--- src/rtl/ccff_loader_pkg.sv ---
// Shared types and constants for the configuration-chain loader.
package ccff_loader_pkg;

  typedef enum logic [1:0] {
    StIdle  = 2'd0,
    StWait  = 2'd1,
    StShift = 2'd2,
    StDone  = 2'd3
  } state_e;

  localparam logic [15:0] CrcPoly = 16'h1021;
  localparam logic [15:0] CrcInit = 16'hFFFF;

  function automatic logic state_is_busy(input state_e st);
    return (st == StWait) || (st == StShift);
  endfunction

endpackage

--- src/rtl/ccff_crc16_step.sv ---
// One-bit combinational CRC-16-CCITT update, MSB-first.
module ccff_crc16_step
  import ccff_loader_pkg::*;
(
  input  logic [15:0] crc_i,
  input  logic        data_i,
  output logic [15:0] crc_o
);

  logic feedback;

  assign feedback = crc_i[15] ^ data_i;
  assign crc_o    = {crc_i[14:0], 1'b0} ^ (feedback ? CrcPoly : 16'h0000);

endmodule

--- src/rtl/ccff_loader.sv ---
// Streams bitstream words LSB-first into a configuration flip-flop chain.
// Optional running CRC over shifted bits is enabled by defining CCFF_LOADER_CRC_EN.
module ccff_loader
  import ccff_loader_pkg::*;
#(
  parameter int unsigned CHAIN_LEN = 128,
  parameter int unsigned WORD_W    = 32
) (
  input  logic              prog_clk,
  input  logic              pReset,
  input  logic              start,
  input  logic              abort,
  input  logic [WORD_W-1:0] cfg_data,
  input  logic              cfg_valid,
  output logic              cfg_ready,
  output logic              ccff_head,
  output logic              shift_en,
  output logic              busy,
  output logic              done,
  output logic [15:0]       crc
);

  localparam int unsigned    CntW     = $clog2(CHAIN_LEN + 1);
  localparam int unsigned    IdxW     = (WORD_W > 1) ? $clog2(WORD_W) : 1;
  localparam logic [CntW-1:0] ChainEnd = CntW'(CHAIN_LEN);
  localparam logic [IdxW-1:0] WordEnd  = IdxW'(WORD_W - 1);

  state_e            state_q, state_d;
  logic [WORD_W-1:0] word_q, word_d;
  logic [IdxW-1:0]   idx_q, idx_d;
  logic [CntW-1:0]   cnt_q, cnt_d;
  logic [CntW-1:0]   cnt_inc;
  logic              chain_end;
  logic              word_end;

  assign cnt_inc   = cnt_q + 1'b1;
  assign chain_end = (cnt_inc == ChainEnd);
  assign word_end  = (idx_q == WordEnd);

  always_comb begin
    state_d   = state_q;
    word_d    = word_q;
    idx_d     = idx_q;
    cnt_d     = cnt_q;
    cfg_ready = 1'b0;
    shift_en  = 1'b0;

    if (abort) begin
      // Abort overrides everything: no shift and no word accepted this cycle.
      state_d = StIdle;
      idx_d   = '0;
      cnt_d   = '0;
    end else begin
      unique case (state_q)
        StIdle, StDone: begin
          if (start) begin
            state_d = StWait;
            idx_d   = '0;
            cnt_d   = '0;
          end
        end
        StWait: begin
          cfg_ready = 1'b1;
          if (cfg_valid) begin
            word_d  = cfg_data;
            idx_d   = '0;
            state_d = StShift;
          end
        end
        StShift: begin
          shift_en = 1'b1;
          cnt_d    = cnt_inc;
          if (chain_end) begin
            // High bits of a partial final word are simply dropped.
            state_d = StDone;
          end else if (word_end) begin
            // Accept the next word on the last bit so shifting has no bubble.
            cfg_ready = 1'b1;
            idx_d     = '0;
            if (cfg_valid) begin
              word_d = cfg_data;
            end else begin
              state_d = StWait;
            end
          end else begin
            idx_d = idx_q + 1'b1;
          end
        end
        default: state_d = StIdle;
      endcase
    end
  end

  always_ff @(posedge prog_clk or posedge pReset) begin
    if (pReset) begin
      state_q <= StIdle;
      word_q  <= '0;
      idx_q   <= '0;
      cnt_q   <= '0;
    end else begin
      state_q <= state_d;
      word_q  <= word_d;
      idx_q   <= idx_d;
      cnt_q   <= cnt_d;
    end
  end

  assign ccff_head = shift_en & word_q[idx_q];
  assign busy      = state_is_busy(state_q);
  assign done      = (state_q == StDone);

`ifdef CCFF_LOADER_CRC_EN
  logic [15:0] crc_q, crc_d, crc_next;
  logic        crc_clr;

  assign crc_clr = start & ~abort & ((state_q == StIdle) | (state_q == StDone));

  ccff_crc16_step u_crc_step (
    .crc_i  (crc_q),
    .data_i (ccff_head),
    .crc_o  (crc_next)
  );

  always_comb begin
    crc_d = crc_q;
    if (crc_clr) begin
      crc_d = CrcInit;
    end else if (shift_en) begin
      crc_d = crc_next;
    end
  end

  always_ff @(posedge prog_clk or posedge pReset) begin
    if (pReset) begin
      crc_q <= CrcInit;
    end else begin
      crc_q <= crc_d;
    end
  end

  assign crc = crc_q;
`else
  assign crc = 16'h0000;
`endif

endmodule

--- config.mk ---
export PLATFORM = sky130hd
export DESIGN_NAME = ccff_loader
export DESIGN_NICKNAME = d
export VERILOG_FILES = /design/src/rtl/ccff_loader_pkg.sv /design/src/rtl/ccff_crc16_step.sv /design/src/rtl/ccff_loader.sv
export SDC_FILE = /design/constraint.sdc
export NUM_CORES = 1
export LEC_CHECK = 0
export CAP_MARGIN = 5
export CORE_AREA = 2 2 97 71
export CTS_BUF_LIST = sky130_fd_sc_hd__clkbuf_8
export CTS_CLUSTER_DIAMETER = 50
export CTS_CLUSTER_SIZE = 24
export DETAILED_ROUTE_END_ITERATION = 8
export DIE_AREA = 0 0 99 73
export PLACE_DENSITY = 0.67
export SYNTH_ARGS = -nofsm -noshare
export SYNTH_HDL_FRONTEND = slang
export SYNTH_SLANG_ARGS = --single-unit
--- constraint.sdc ---
create_clock -name prog_clk -period 6.1 [get_ports prog_clk]
set_input_delay 1.22 -clock prog_clk [delete_from_list [all_inputs] [get_ports prog_clk]]
set_output_delay 1.22 -clock prog_clk [all_outputs]
set_load 0.02 [all_outputs]
==> results.json <==
{
  "final_layout_size_suffix_gt1_frac": 0.2360,
  "required_ns": 4.88,
  "outcome": "completed",
  "io_buffers": 41,
  "tightest_slew_ns": 0.9562,
  "core_mm2": 0.006412,
  "finalClockSkew_ns": 0.003686,
  "cp_top_family": "multiplexers",
  "die_x_um": 99,
  "ys_ff_latch": 47,
  "cp_cell_sequence": "mux4_2 > mux4_2 > mux2i_1 > nor2_1 > clkdlybuf4s50_1",
  "p_leak_nw": 1.354,
  "synthTopCellsByCount": "dfrtp_1, mux2_4, buf_4",
  "nets": 292,
  "final-max-slew-violation-count": 0,
  "clockRootBuffer": "clkbuf_8",
  "numCtsBuffers": 5,
  "first_pass_iters": 4,
  "die_height_um": 73,
  "ant_nets": 0,
  "synthArstFlopShare": 1.000,
  "yosysMostFrequentCell": "dfrtp_1",
  "cp_max_fo": 12,
  "tritoncts": "done",
  "via_per_inst": 5.057,
  "slowest_stage": "dfrtp_1",
  "max_stage_delay_ns": 0.72,
  "grt_overflow_total": 0,
  "wirelength_mm": 4.880,
  "route.detailed.drc": 0,
  "critPathArrivalTime_ns": 2.87,
  "ys_seq_area_frac": 0.4296,
  "max_freq_ghz": 0.2444,
  "start_util": 0.4269,
  "dieArea_mm2": 0.007227,
  "crit_top_cell": "mux4_2",
  "grt_pass1_wl_mm": 8.176,
  "synth_edf_count": 0,
  "n_fill_cell": 553,
  "fin_crit_ns": 4.092,
  "yosysUniqueCellTypes": 42,
  "timing.final.crit_share": 0.6708,
  "finalPower_mw": 1.095,
  "maxCapViolCount": 0,
  "gp_congestion": 0.7668,
  "synthCells": 209,
  "rsz0062_at_grt": "false",
  "ys_top_cells_by_area": "dfrtp_1, mux2_4, mux4_2, buf_4, ha_1",
  "syn_area_mm2": 0.002738,
  "power.density_mw_per_mm2": 343.6,
  "finalHoldViolCount": 0,
  "cts_hold_buf": 0,
  "path_buf_inv": 1,
  "drtIter0Drc": 55,
  "rows": 25,
  "criticalPathCategory": "register to primary output",
  "synth_ff_type": "dfrtp_1",
  "post_cts_buffers": 0,
  "synth_top_area_cell": "dfrtp_1",
  "grtUsageTotal": 0.1454,
  "grt_max_degree": 48,
  "ioPinCount": 58,
  "synth_warnings": 0,
  "routedWlPerCell_um": 14.74,
  "htreeDepth": 2,
  "start_kind": "register",
  "clock-sinks": 47,
  "syn2layout_area_growth_pct": 16.45,
  "postSynthAreaPerCell_um2": 13.10,
  "clkTransAtPathRegs_ns": 0.08,
  "first_global_vias": 1634,
  "dp_hpwl_mm": 3.545,
  "max-vdd-ir-drop_mv": 0.1270,
  "setup_viol": 0,
  "hold_path.class": "register to register",
  "crit_path_end_kind": "primary output",
  "tns_ns": 0,
  "slew_headroom": 0.3616,
  "antenna_found_initial": 0,
  "cts.repair.resized": 0,
  "via_count": 1674,
  "clk_path_buf_depth": 2,
  "n_antenna_cell": 0,
  "synth_top_area_frac": 0.4296,
  "clk_latency_ns": 0.29
}
cell type report:
type,instances,area (um^2),share of cell area
clock inverters,3,12.51,0.003925
inverters,7,26.28,0.008242
multi-input cells,147,1393,0.4368
flip-flops and latches,47,1176,0.3689
clock buffers,5,68.82,0.02159
well taps,81,101.3,0.03179
repair buffers,41,410.4,0.1287
metrics by stage:
step                hold WS [ns]  instance area, um^2    util  std cells  worst slack [ns]
global route              0.5307                 3188  0.4972        331             1.838
detailed placement        0.4917                 3107  0.4845        323             2.036
floorplan                 0.4752                 2794       -        224             2.993
finish                    0.5098                 3188  0.4972        331             2.008
CTS                       0.5124                 3188  0.4972        331             1.937
global placement          0.4881                 3107  0.4845        323             2.088
flip-flops by register name, summed over array words and instances (netlist names):
| register | cells |
|---|---|
| idx_q | 5 |
| state_q | 2 |
| word_q | 32 |
| cnt_q | 8 |
cells by family after synthesis:
family / share of synthesized area
compound gates: 0.09278
xor+xnor: 0.006400
fa+ha+maj: 0.02742
buf+inv: 0.08227
flops: 0.4296
mux: 0.2623
other cells: 0.001370
simple gates: 0.09781
final timing paths:
kind / start / end / slack [ns] / cells past startpoint
min in group asynchronous: pReset / cnt_q[7] / 1.46 / 2
worst min-delay path: word_q[30] / word_q[30] / 0.51 / 1
worst min register to register: word_q[30] / word_q[30] / 0.51 / 1
max in group asynchronous: pReset / word_q[2] / 4.04 / 2
worst max register to register: cnt_q[0] / word_q[22] / 3.36 / 7
worst max-delay path: idx_q[0] / ccff_head / 2.01 / 5
layer usage:
layer	share of wire	GRT usage	up-vias
li1	-	-	811
met1	0.52	0.2252	803
met2	0.40	0.1952	55
met3	0.063	0.03448	5
met4	0.014	0.05479	0
met5	0	0	-
power breakdown:
| part | internal, mW | switching, mW | leakage, nW |
|---|---|---|---|
| clock | 0.0772 | 0.0993 | 0.0505 |
| combinational | 0.273 | 0.148 | 0.715 |
| sequential | 0.426 | 0.0713 | 0.589 |
cells in the final DEF, fill, tap and decap left out, drive strengths merged:
| cell type | count |
|---|---|
| dfrtp | 47 |
| clkdlybuf4s50 | 41 |
| mux2 | 32 |
| conb | 16 |
| o21ai | 15 |
| nand2 | 12 |
| mux4 | 10 |
| nor2 | 9 |
| inv | 9 |
| nand2b | 6 |
| ha | 6 |
| a21oi | 6 |
| clkbuf | 5 |
| nand3 | 4 |
| a31oi | 4 |
| and3 | 4 |
| o31ai | 3 |
| nand4 | 2 |
| a22o | 2 |
| mux2i | 2 |
| xnor2 | 2 |
| nor4bb | 1 |
| and4 | 1 |
| or3b | 1 |
| nor4 | 1 |
| a211o | 1 |
| o211ai | 1 |
| o41ai | 1 |
| and2 | 1 |
| o21bai | 1 |
| nand4b | 1 |
| or3 | 1 |
| nor3 | 1 |
| clkinv | 1 |
(Power assumes the default switching activity.)
==> RTL edit 1, RTL diff (config.mk and constraints unchanged) <==
Add a define of `CCFF_LOADER_CRC_EN`.
--- a/src/rtl/ccff_loader.sv
+++ b/src/rtl/ccff_loader.sv
@@ -2,2 +2,4 @@
 // Optional running CRC over shifted bits is enabled by defining CCFF_LOADER_CRC_EN.
+`define CCFF_LOADER_CRC_EN
+
 module ccff_loader
Behaviour: not the same (a bounded check fails within 4 cycles, from zero or initial values and one cycle with pReset high).
==> RTL edit 1 against the unedited design <==
Sequential cell count is 16 higher. Utilization is 13 points higher. Clock skew is 3.0 ps higher. Area after synthesis is 18% higher. Critical path type unchanged. Power is 64% higher. Synthesized cell count is 39% higher. Sequential share of layout area is 2.5 points higher. Die area stayed put. Setup slack worse by 200 ps. Final cell count is 32% higher. Final area is 27% higher. Routed wire length is 40% higher.
==> RTL edit 1: results <==
[run_status]
status = "finished clean"

[placed_design]
placed_area_sq_mm = 0.003860
gp_congestion = 0.8016
dp_hpwl_mm = 4.525
io_buffers = 57
dp.cells = 422
pre_cts_slack_ps = 2135

[setup_path]
crit_arrival_ps = 3070
crit_family = "flip-flops"
slowest_delay_ps = 1000
path_max_fanout = 20

[final_layout]
stdcell_count = 438
fillCellCount = 520
area_growth_syn_to_layout_pct = 25.46
drive_above_1_share = 0.2073

[cts]
numCtsBuffers = 9
clkLatencyLatePin_ps = 340

[power]
finalPower_mw = 1.795
seqPwrFrac = 0.413
p_leak_nw = 1.764
pwr-share-clk = 0.197
p_switching_uw = 586.1
peakVddDrop_uv = 227.1

[detailed_routing]
num_vias = 2284
firstDrtPassIters = 5
first_iter_violations = 110

[global_route]
grt_max_degree = 64
grt_usage = 0.2072
grt_pass1_wl_mm = 11.54

[yosys]
synth_cell_types = 41
ys_top_cells_by_count = "nand2_1 (49), dfrtp_1 (47), mux2_4 (30)"
ys_seq_area_frac = 0.4946
synth_area_per_cell_sq_um = 11.09

[sta]
skew_ps = 6.723
==> RTL edit 1: cell types whose count changed after synthesis, sizes merged, moves of 4 or more <==
cell | before | now
mux4 | 10 | 0
nor2 | 9 | 15
nand2 | 12 | 50
dfstp | 0 | 16
a21oi | 6 | 10
mux2i | 2 | 16
nand3 | 4 | 18
xor2 | 0 | 4
a22oi | 0 | 4
buf | 21 | 6
==> RTL edit 1: logic make-up (layout without fill, tap and decap cells) <==
kind of cell | after synthesis | count (layout) | synth area share
muxes | 48 | 48 | 0.1961
AOI/OAI and AO/OA | 43 | 43 | 0.08372
and+or+nand+nor | 105 | 105 | 0.1508
buffers and inverters | 18 | 84 | 0.02984
DFF | 63 | 63 | 0.4946
xor gates and xnor gates | 8 | 8 | 0.02170
adders and majority gates | 6 | 6 | 0.02326
==> RTL edit 1: worst paths after layout <==
path | from | endpoint | slack, ps | cells after the start
worst max-delay path | idx_q[1] | cfg_ready | 1810 | 6
worst max register to register | idx_q[1] | word_q[30] | 3060 | 7
worst min register to register | crc[9] | crc[10] | 500 | 2
worst min-delay path | crc[9] | crc[10] | 500 | 2
max in group asynchronous | pReset | cnt_q[5] | 4150 | 3
min in group asynchronous | pReset | word_q[22] | 1430 | 3
==> RTL edit 1: layout make-up <==
type                    count  share of cell area
clock buffers              10             0.03398
clock inverters             6             0.01297
inverters                   7            0.006487
multi-input cells         210              0.3791
flip-flops and latches     63              0.3942
well taps                  81             0.02502
repair buffers             61              0.1483
==> RTL edit 1: per-layer routing <==
layer	share of wire	GRT usage	vias to the layer above
li1	-	-	1135
met1	0.50	0.3014	1105
met2	0.45	0.2950	40
met3	0.041	0.06418	4
met4	0.0070	0.06849	0
met5	0	0	-
==> RTL edit 2, RTL diff (same settings) <==
Without the edit above. Take the reset off `word_q` and load it in a clocked block of its own.
--- a/src/rtl/ccff_loader.sv
+++ b/src/rtl/ccff_loader.sv
@@ -96,3 +96,2 @@
       state_q <= StIdle;
-      word_q  <= '0;
       idx_q   <= '0;
@@ -101,3 +100,2 @@
       state_q <= state_d;
-      word_q  <= word_d;
       idx_q   <= idx_d;
@@ -105,2 +103,6 @@
     end
+  end
+
+  always_ff @(posedge prog_clk) begin
+    word_q <= word_d;
   end
Check against the original RTL: no difference found for any inputs over 10 cycles, from zero or initial values and one cycle with pReset high; that may be too few to reach the edited logic, so the function may still have changed.
==> RTL edit 2 against the unedited design <==
Final cell count down 8.8%. Die area is the same. Power fell by 24%. Routed wire length fell by 14%. Setup slack worse by 47 ps. Register-to-register slack got worse by 100 ps. Area after synthesis down 13%. Combinational power is 46% lower. Sequential cell count stayed put. Utilization down 4.7 points. Sequential power fell by 16%. Final area shrank 9.5%. Clock power up 5%.
==> RTL edit 2: results <==
[yosys]
async_flop_share = 0.3191
ys_top_cells_by_count = "edfxtp_1 (32), buf_4 (16), dfrtp_1 (15)"
ys_top_cells_by_area = "edfxtp_1 (40%), dfrtp_1 (16%), mux4_2 (8.5%), buf_4 (5.1%), ha_1 (3.2%)"
synth_warnings = 0
synth_cell_types = 43
ys_seq_area_frac = 0.5621
synth_edf_count = 32

[detailed_routing]
firstDrtPassIters = 4
wire_per_inst_um = 13.85
viasPerCell = 4.921
first_iter_violations = 96

[min_path]
worstHoldStart = "idx_q[3]"
holdPathStages = 1
hold_end = "idx_q[3]"
hp-class = "reg -> reg"

[setup_path]
timing.rr.end = "word_q[24]"
path_max_fanout = 7
reg2reg_slack_ps = 3260
crit_arrival_ps = 2920
r2r_start = "cnt_q[0]"
cp_slowest_cell = "clkdlybuf4s50_1"
slowest_delay_ps = 640
reg2reg_depth = 6
crit_family = "buffers and inverters"

[placed_design]
io_buffers = 41
placed_area_sq_mm = 0.002794
dp_hpwl_mm = 3.139
gp_congestion = 0.8549

[cts]
htree_levels = 2
ctsRootBufferMaster = "clkbuf_8"
numCtsBuffers = 5
cts_setup_buffers = 0
cts_resized = 0
clkLatencyLatePin_ps = 290
clk_path_buf_depth = 2
path_clk_slew_ps = 80

[final_layout]
final_nets = 263
drive_above_1_share = 0.1041
n_antenna_cell = 0
top_regs = "word_q (32), cnt_q (8), idx_q (5)"
fillCellCount = 592

[global_route]
grt_pass1_wl_mm = 6.817
grt_pass1_vias = 1482
grt_usage = 0.1205
antenna_found_initial = 0
grt_max_degree = 33

[run_status]
status = "finished clean"

[sta]
skew_ps = 8.469
whs_ps = 512.4
slew_headroom = 0.3311

[power]
peakVddDrop_uv = 116.8
p_per_area_mw_per_mm2 = 287.1
p_leak_nw = 1.072
[RTL edit 2: cell families (layout without fill, tap and decap cells)]
group	after synthesis	in the layout	share of synthesized area
AO/OA/AOI/OAI	33	33	0.1100
XOR/XNOR	2	2	0.007370
adder cells (fa/ha/maj)	6	6	0.03158
buffers and inverters	32	58	0.08263
flip-flops	47	47	0.5621
multiplexers	16	16	0.1153
other	1	16	0.001577
AND/OR/NAND/NOR	43	43	0.08948
[RTL edit 2: power by group]
| group | internal [mW] | switching [mW] |
|---|---|---|
| Combinational | 0.102 | 0.124 |
| Sequential | 0.391 | 0.0264 |
| Clock | 0.0808 | 0.105 |
| Total | 0.573 | 0.255 |
[RTL edit 2: per-layer routing]
layer  part of all wire  track usage  wire [um]
met1               0.46       0.1548       1906
met2               0.49       0.2080       2030
met3              0.059      0.03927        247
met4                  0      0.01370          0
met5                  0            0          0
[RTL edit 2: cell type report]
class / instances / area share
inverters: 9 / 0.01171
well taps: 81 / 0.03514
clock inverters: 3 / 0.007375
flip-flops and latches: 47 / 0.4633
multi-input cells: 116 / 0.3163
clock buffers: 5 / 0.02386
repair buffers: 41 / 0.1423
[RTL edit 2: through the flow]
stage | cells | setup slack [ps]
6_report | 302 | 1961
5_1_grt | 302 | 1838
4_1_cts | 302 | 1971
3_5_place_dp | 294 | 1971
3_3_place_gp | 294 | 2008
2_1_floorplan | 195 | 2655
[RTL edit 2: worst max path at each step]
stage,start,endpoint,slack [ps]
after floorplan,abort,word_q[0],2650
after global placement,abort,shift_en,2010
after detailed placement,abort,shift_en,1970
after CTS,abort,shift_en,1970
after global routing,cnt_q[0],cfg_ready,1840
final,abort,shift_en,1960
